File: config.mk
export PLATFORM = sky130hd
export DESIGN_NAME = reverse_flush_sequencer
export DESIGN_NICKNAME = d
export VERILOG_FILES = /design/src/rtl/reverse_flush_sequencer.sv
export SDC_FILE = /design/constraint.sdc
export NUM_CORES = 1
export LEC_CHECK = 0
export BUFFER_PORTS_ARGS = -buffer_cell sky130_fd_sc_hd__clkbuf_2
export CORE_UTILIZATION = 25
export CTS_BUF_LIST = sky130_fd_sc_hd__clkbuf_16
export DETAILED_ROUTE_END_ITERATION = 12
export GPL_TIMING_DRIVEN = 0
export PLACE_DENSITY_LB_ADDON = 0.12
export SETUP_SLACK_MARGIN = 0.05
export SLEW_MARGIN = 20
export SYNTH_ARGS = -nofsm -noshare
export SYNTH_HDL_FRONTEND = slang
export SYNTH_SLANG_ARGS = --single-unit
File: constraint.sdc
create_clock -name clk_i -period 3.7 [get_ports clk_i]
set_input_delay 0.185 -clock clk_i [delete_from_list [all_inputs] [get_ports clk_i]]
set_output_delay 0.185 -clock clk_i [all_outputs]
set_load 0.02 [all_outputs]
File: src/rtl/reverse_flush_sequencer.sv
// Reverse purge sequencer: primes Out1, walks the chip components from last to first
// with per-type dwells and pump-off settle gaps, then drains through Source1.
//
//   state  | meaning
//   IDLE   | waiting for start, all drives off
//   PRIME  | outlet valve open, reverse pump on
//   DWELL  | one component enabled, reverse pump on
//   SETTLE | pump off between components
//   DRAIN  | inlet valve open, reverse pump on
//   DONE   | one-cycle completion pulse
module reverse_flush_sequencer #(
    parameter int                      NUM_STAGES    = 10,
    parameter logic [2*NUM_STAGES-1:0] STAGE_TYPE    = 20'h46148,
    parameter logic [15:0]             MIX_CYCLES    = 16'd4,
    parameter logic [15:0]             HEAT_CYCLES   = 16'd6,
    parameter logic [15:0]             FILT_CYCLES   = 16'd8,
    parameter logic [15:0]             SETTLE_CYCLES = 16'd2,
    parameter logic [15:0]             PRIME_CYCLES  = 16'd3,
    parameter logic [7:0]              PASSES        = 8'd1
) (
    input  logic                  clk_i,
    input  logic                  rst_i,
    input  logic                  start_i,
    input  logic                  abort_i,
    output logic                  busy_o,
    output logic                  done_o,
    output logic                  aborted_o,
    output logic [NUM_STAGES-1:0] stage_en_o,
    output logic                  pump_rev_o,
    output logic                  outlet_valve_o,
    output logic                  inlet_valve_o,
    output logic [3:0]            stage_idx_o,
    output logic [7:0]            pass_cnt_o
);

    localparam logic [2:0] S_IDLE   = 3'd0;
    localparam logic [2:0] S_PRIME  = 3'd1;
    localparam logic [2:0] S_DWELL  = 3'd2;
    localparam logic [2:0] S_SETTLE = 3'd3;
    localparam logic [2:0] S_DRAIN  = 3'd4;
    localparam logic [2:0] S_DONE   = 3'd5;

    logic [2:0]            state_q, state_d;
    logic [15:0]           cnt_q, cnt_d;
    logic [3:0]            idx_q, idx_d;
    logic [7:0]            pass_q, pass_d;
    logic                  done_d, aborted_d;
    logic [NUM_STAGES-1:0] stage_en_d;
    logic [4:0]            first_hit, below_hit;
    logic                  nxt_valid;
    logic [3:0]            nxt_idx;
    logic [7:0]            nxt_pass;

    function automatic logic [15:0] dwell_of(input logic [3:0] i);
        logic [1:0] ty;
        ty = 2'(STAGE_TYPE >> {i, 1'b0});
        case (ty)
            2'd0:    return MIX_CYCLES;
            2'd1:    return HEAT_CYCLES;
            default: return FILT_CYCLES;
        endcase
    endfunction

    // Highest non-skip stage strictly below 'from'; bit 4 flags that one exists.
    function automatic logic [4:0] find_below(input logic [4:0] from);
        logic [4:0] r;
        r = '0;
        for (int j = 0; j < NUM_STAGES; j++) begin
            if (5'(j) < from && 2'(STAGE_TYPE >> (2 * j)) != 2'd3) begin
                r = {1'b1, 4'(j)};
            end
        end
        return r;
    endfunction

    always_comb begin
        first_hit = find_below(5'(NUM_STAGES));
        below_hit = find_below({1'b0, idx_q});
        nxt_valid = 1'b0;
        nxt_idx   = idx_q;
        nxt_pass  = pass_q;
        if (below_hit[4]) begin
            nxt_valid = 1'b1;
            nxt_idx   = below_hit[3:0];
        end else if (pass_q < PASSES - 8'd1 && first_hit[4]) begin
            nxt_valid = 1'b1;
            nxt_idx   = first_hit[3:0];
            nxt_pass  = pass_q + 8'd1;
        end
    end

    always_comb begin
        state_d   = state_q;
        cnt_d     = cnt_q;
        idx_d     = idx_q;
        pass_d    = pass_q;
        done_d    = 1'b0;
        aborted_d = 1'b0;
        case (state_q)
            S_IDLE: begin
                if (start_i) begin
                    state_d = S_PRIME;
                    cnt_d   = PRIME_CYCLES;
                    idx_d   = 4'(NUM_STAGES - 1);
                    pass_d  = 8'd0;
                end
            end
            S_PRIME: begin
                if (cnt_q == 16'd1) begin
                    if (first_hit[4]) begin
                        state_d = S_DWELL;
                        idx_d   = first_hit[3:0];
                        cnt_d   = dwell_of(first_hit[3:0]);
                    end else begin
                        state_d = S_DRAIN;
                        cnt_d   = PRIME_CYCLES;
                    end
                end else begin
                    cnt_d = cnt_q - 16'd1;
                end
            end
            S_DWELL: begin
                if (cnt_q == 16'd1) begin
                    if (!nxt_valid) begin
                        state_d = S_DRAIN;
                        cnt_d   = PRIME_CYCLES;
                    end else if (SETTLE_CYCLES != 16'd0) begin
                        state_d = S_SETTLE;
                        cnt_d   = SETTLE_CYCLES;
                    end else begin
                        idx_d  = nxt_idx;
                        pass_d = nxt_pass;
                        cnt_d  = dwell_of(nxt_idx);
                    end
                end else begin
                    cnt_d = cnt_q - 16'd1;
                end
            end
            S_SETTLE: begin
                // stage_idx holds the finished stage until the next dwell begins
                if (cnt_q == 16'd1) begin
                    state_d = S_DWELL;
                    idx_d   = nxt_idx;
                    pass_d  = nxt_pass;
                    cnt_d   = dwell_of(nxt_idx);
                end else begin
                    cnt_d = cnt_q - 16'd1;
                end
            end
            S_DRAIN: begin
                if (cnt_q == 16'd1) begin
                    state_d = S_DONE;
                    done_d  = 1'b1;
                end else begin
                    cnt_d = cnt_q - 16'd1;
                end
            end
            S_DONE:  state_d = S_IDLE;
            default: state_d = S_IDLE;
        endcase
        if (abort_i && state_q != S_IDLE && state_q != S_DONE) begin
            state_d   = S_IDLE;
            cnt_d     = 16'd0;
            done_d    = 1'b0;
            aborted_d = 1'b1;
        end
    end

    always_comb begin
        stage_en_d = '0;
        if (state_d == S_DWELL) begin
            stage_en_d = NUM_STAGES'(1) << idx_d;
        end
    end

    always_ff @(posedge clk_i) begin
        if (rst_i) begin
            state_q        <= S_IDLE;
            cnt_q          <= 16'd0;
            idx_q          <= 4'd0;
            pass_q         <= 8'd0;
            busy_o         <= 1'b0;
            done_o         <= 1'b0;
            aborted_o      <= 1'b0;
            stage_en_o     <= '0;
            pump_rev_o     <= 1'b0;
            outlet_valve_o <= 1'b0;
            inlet_valve_o  <= 1'b0;
        end else begin
            state_q        <= state_d;
            cnt_q          <= cnt_d;
            idx_q          <= idx_d;
            pass_q         <= pass_d;
            busy_o         <= state_d inside {S_PRIME, S_DWELL, S_SETTLE, S_DRAIN};
            done_o         <= done_d;
            aborted_o      <= aborted_d;
            stage_en_o     <= stage_en_d;
            pump_rev_o     <= state_d inside {S_PRIME, S_DWELL, S_DRAIN};
            outlet_valve_o <= (state_d == S_PRIME);
            inlet_valve_o  <= (state_d == S_DRAIN);
        end
    end

    assign stage_idx_o = idx_q;
    assign pass_cnt_o  = pass_q;

endmodule

==> results.rst <==
.. list-table::
   :header-rows: 1

   * - Metric
     - Value
   * - Global routing usage summed across all routing layers
     - 0.119
   * - Count of buffers inserted at the top-level ports
     - 22
   * - Setup CP Type
     - reg2reg
   * - Clock root cell
     - sky130_fd_sc_hd__clkbuf_16
   * - Main area contributors after synthesis
     - sky130_fd_sc_hd__dfxtp_1 (37%), sky130_fd_sc_hd__nor2_1 (7.9%), sky130_fd_sc_hd__xor2_1 (6.3%)
   * - Ratio of final minimum period to clock period
     - 0.707
   * - Crit-path slowest cell
     - sky130_fd_sc_hd__or3_1
   * - Number of antenna violations at the first check in global routing
     - 0
   * - Global-route wire length before repair
     - 8070 µm
   * - First-pass iteration count of the detailed router
     - 4
   * - Max frequency
     - 383 MHz
   * - Wire length per cell after detailed routing
     - 12.2 µm
   * - Post-CTS Repair Setup Buffers
     - 0
   * - Number of H-tree levels
     - 2
   * - Starting density of the core
     - 0.257
   * - Area delta synth->final
     - 19.3%
   * - Total power per unit cell area
     - 670 nW/µm²
   * - Relative max-transition margin
     - 0.465
   * - Peak per-stage delay on the critical path
     - 490 ps
   * - Placed wire-length estimate
     - 3600 µm
   * - Worst setup margin
     - 1090 ps
   * - Setup skew after layout
     - 5.12 ps
   * - Total non-filler cell area in the finished layout
     - 2510 µm²
   * - Synthesized area per cell
     - 8.41 µm²
   * - Setup crit end kind
     - flop
   * - Number of max-cap violations
     - 0
   * - Area fraction of the dominant cell type after synthesis
     - 0.371
   * - Total clock buffers created by CTS
     - 5
   * - Unrepaired setup endpoints after global routing
     - no
   * - Worst Tran Pin Value
     - 794 ps
   * - Routed met3 length
     - 188 µm
   * - Final setup viols
     - 0
   * - Most instantiated flip-flop cell in the synthesis netlist
     - sky130_fd_sc_hd__dfxtp_1
   * - Async SR Flop Fraction
     - 0
   * - Post-CTS resize count
     - 0
   * - Yosys synthesis warning count
     - 0
   * - Run status
     - finished clean
   * - Number of hold-slack violations in the final timing report
     - 0
   * - Clock sinks
     - 39
   * - Std cell rows
     - 33
   * - Final weighted congestion in routability-driven placement
     - 0.726
   * - Standard cell area after detailed placement
     - 2370 µm²
   * - Clock-pin slew on the worst setup and hold paths
     - 60 ps
   * - Die area
     - 8780 µm²
   * - Vias in the first global route
     - 1662
   * - Hold bufs inserted after CTS
     - 0
   * - Maximum number of pins on one net before global-route repair
     - 12
   * - # DRC
     - 0
   * - Avg Vias per Cell
     - 4.46
   * - Share of final-layout standard cells stronger than drive strength 1
     - 0.202
   * - Max IR drop VDD
     - 0.257 mV
   * - Antenna Cells
     - 0
   * - Min-Delay Path Class
     - in2reg
   * - Pre-CTS setup slack
     - 1060 ps
   * - Synth unique cells
     - 52
   * - Yosys reg bits
     - 39
   * - Leakage component of the power
     - 1.05 nW
   * - Final critical path time including I/O delays and setup
     - 2610 ps
   * - Total via count in the routed design
     - 1748
   * - Largest fanout on the critical path
     - 9
   * - Max Used Layer
     - met4
   * - Height of the die
     - 93.7 µm
   * - Total grt overflow
     - 0
   * - Count of pins on the block boundary
     - 32
   * - Number of nets with antenna violations after detailed routing
     - 0
   * - Routed length on met1
     - 2300 µm
   * - Total wire length after detailed routing
     - 4770 µm
   * - DRC violation total after the first TritonRoute iteration
     - 98
   * - Met2 routed wirelength
     - 2240 µm
   * - Max Root-Sink Buffers
     - 2
   * - Number of buffers and inverters on the critical path
     - 1
   * - Count of pins over their slew limit
     - 0
   * - Arrival time reported for the critical path endpoint
     - 2780 ps
   * - Cell area after technology mapping
     - 2100 µm²
   * - Cell Chain, Critical Path
     - or3_1, a22oi_1, ha_1, inv_1, o2bb2a_1, o22ai_1, a211oi_1, nor3b_1, nor3_1
   * - Net count reported at finish
     - 295
   * - Worst R2R Setup Slack
     - 1090 ps
   * - Core ar.
     - 8180 µm²
   * - Setup TNS after final layout
     - 0 ps
   * - Count of flip-flops with a built-in enable after synthesis
     - 0
   * - Most common cell in the netlist
     - sky130_fd_sc_hd__nor2_1
   * - Filler cells
     - 923
   * - Portion of the post-synthesis area used by sequential elements
     - 0.371
   * - Horizontal extent of the die
     - 93.7 µm
   * - Leading post-synthesis cells by instance count
     - sky130_fd_sc_hd__nor2_1 (44), sky130_fd_sc_hd__dfxtp_1 (39), sky130_fd_sc_hd__nand2_1 (16), sky130_fd_sc_hd__nor3_1 (16), sky130_fd_sc_hd__xor2_1 (15)
   * - Family with the most delay on the worst path
     - compound AO/OA/AOI/OAI gates
   * - Clk_lat worst skew
     - 280 ps
   * - Kind of start point of the critical path
     - flop
   * - Biggest area consumer among synthesized cells
     - sky130_fd_sc_hd__dfxtp_1
   * - CP required
     - 3860 ps
   * - TritonCTS clock tree
     - yes
   * - Count of mapped cells out of synthesis
     - 250
[through the flow]
stage / hold WS [ps] / cells / total power (W) / util
3_5_place_dp: 513 / 384 / 0.00129 / 0.290
4_1_cts: 280 / 392 / 0.00171 / 0.307
3_3_place_gp: 504 / 384 / 0.00129 / 0.290
5_1_grt: 291 / 392 / 0.00183 / 0.307
2_1_floorplan: 394 / 257 / 0.00113 / -
6_report: 274 / 392 / 0.00168 / 0.307
[state kept, by name, summed over array words and instances (netlist names)]
signal / flops
state_q: 3
cnt_q: 16
stage_en_o: 10
done_o: 1
aborted_o: 1
outlet_valve_o: 1
stage_idx_o: 4
pump_rev_o: 1
inlet_valve_o: 1
busy_o: 1
[path summary, 6_finish.rpt]
check,cells after the start,start,endpoint
worst max-delay path,9,stage_idx_o[1],cnt_q[1]
worst min-delay path,2,rst_i,state_q[1]
worst min register to register,2,cnt_q[1],cnt_q[1]
worst max register to register,9,stage_idx_o[1],cnt_q[1]
[cell families (layout without fill, tap and decap cells)]
family / after synthesis / in the layout / share of synthesized area
and+or+nand+nor: 124 / 124 / 0.323
DFF: 39 / 39 / 0.371
AOI/OAI and AO/OA: 35 / 35 / 0.114
buffers and inverters: 26 / 56 / 0.0643
xor gates and xnor gates: 15 / 15 / 0.0625
adders and majority gates: 6 / 6 / 0.0345
muxes: 4 / 4 / 0.0280
other: 1 / 8 / 0.00178
[cell usage in the layout (no fill, tap or decap), types with 4 or more instances in the layout]
master and count:
sky130_fd_sc_hd__ha_1 5, sky130_fd_sc_hd__inv_1 10, sky130_fd_sc_hd__conb_1 8, sky130_fd_sc_hd__dfxtp_1 39
sky130_fd_sc_hd__clkbuf_1 6, sky130_fd_sc_hd__nand4_1 5, sky130_fd_sc_hd__buf_4 9, sky130_fd_sc_hd__nor3_1 16
sky130_fd_sc_hd__nor2_1 44, sky130_fd_sc_hd__o21ai_0 5, sky130_fd_sc_hd__xor2_1 15, sky130_fd_sc_hd__clkbuf_2 22
sky130_fd_sc_hd__clkbuf_16 5, sky130_fd_sc_hd__nor2b_1 4, sky130_fd_sc_hd__nand2_1 16, sky130_fd_sc_hd__a211oi_1 4
sky130_fd_sc_hd__nand3_1 11, sky130_fd_sc_hd__a21oi_1 9, sky130_fd_sc_hd__o22ai_1 4
[power breakdown]
part | leakage [nW] | switching [W] | total [W] | internal (W)
registers | 0.318 | 0.0000666 | 0.000556 | 0.000489
clock network | 0.0762 | 0.000161 | 0.000404 | 0.000243
logic | 0.653 | 0.000444 | 0.000720 | 0.000277
[per-layer routing]
layer / vias up / track usage
li1: 922 / -
met1: 790 / 0.149
met2: 34 / 0.196
met3: 2 / 0.0307
met4: 0 / 0.0423
met5: - / 0
[final cells by class]
class | instances | area, µm² | area share
multi-input cells | 192 | 1210 | 0.484
flip-flops and latches | 39 | 781 | 0.311
well taps | 105 | 131 | 0.0524
clock buffers | 5 | 125 | 0.0499
repair buffers | 22 | 110 | 0.0439
plain buffers | 18 | 105 | 0.0419
inverters | 8 | 30.0 | 0.0120
clock inverters | 3 | 12.5 | 0.00499
Note: power is estimated with default switching activity, not from simulation.
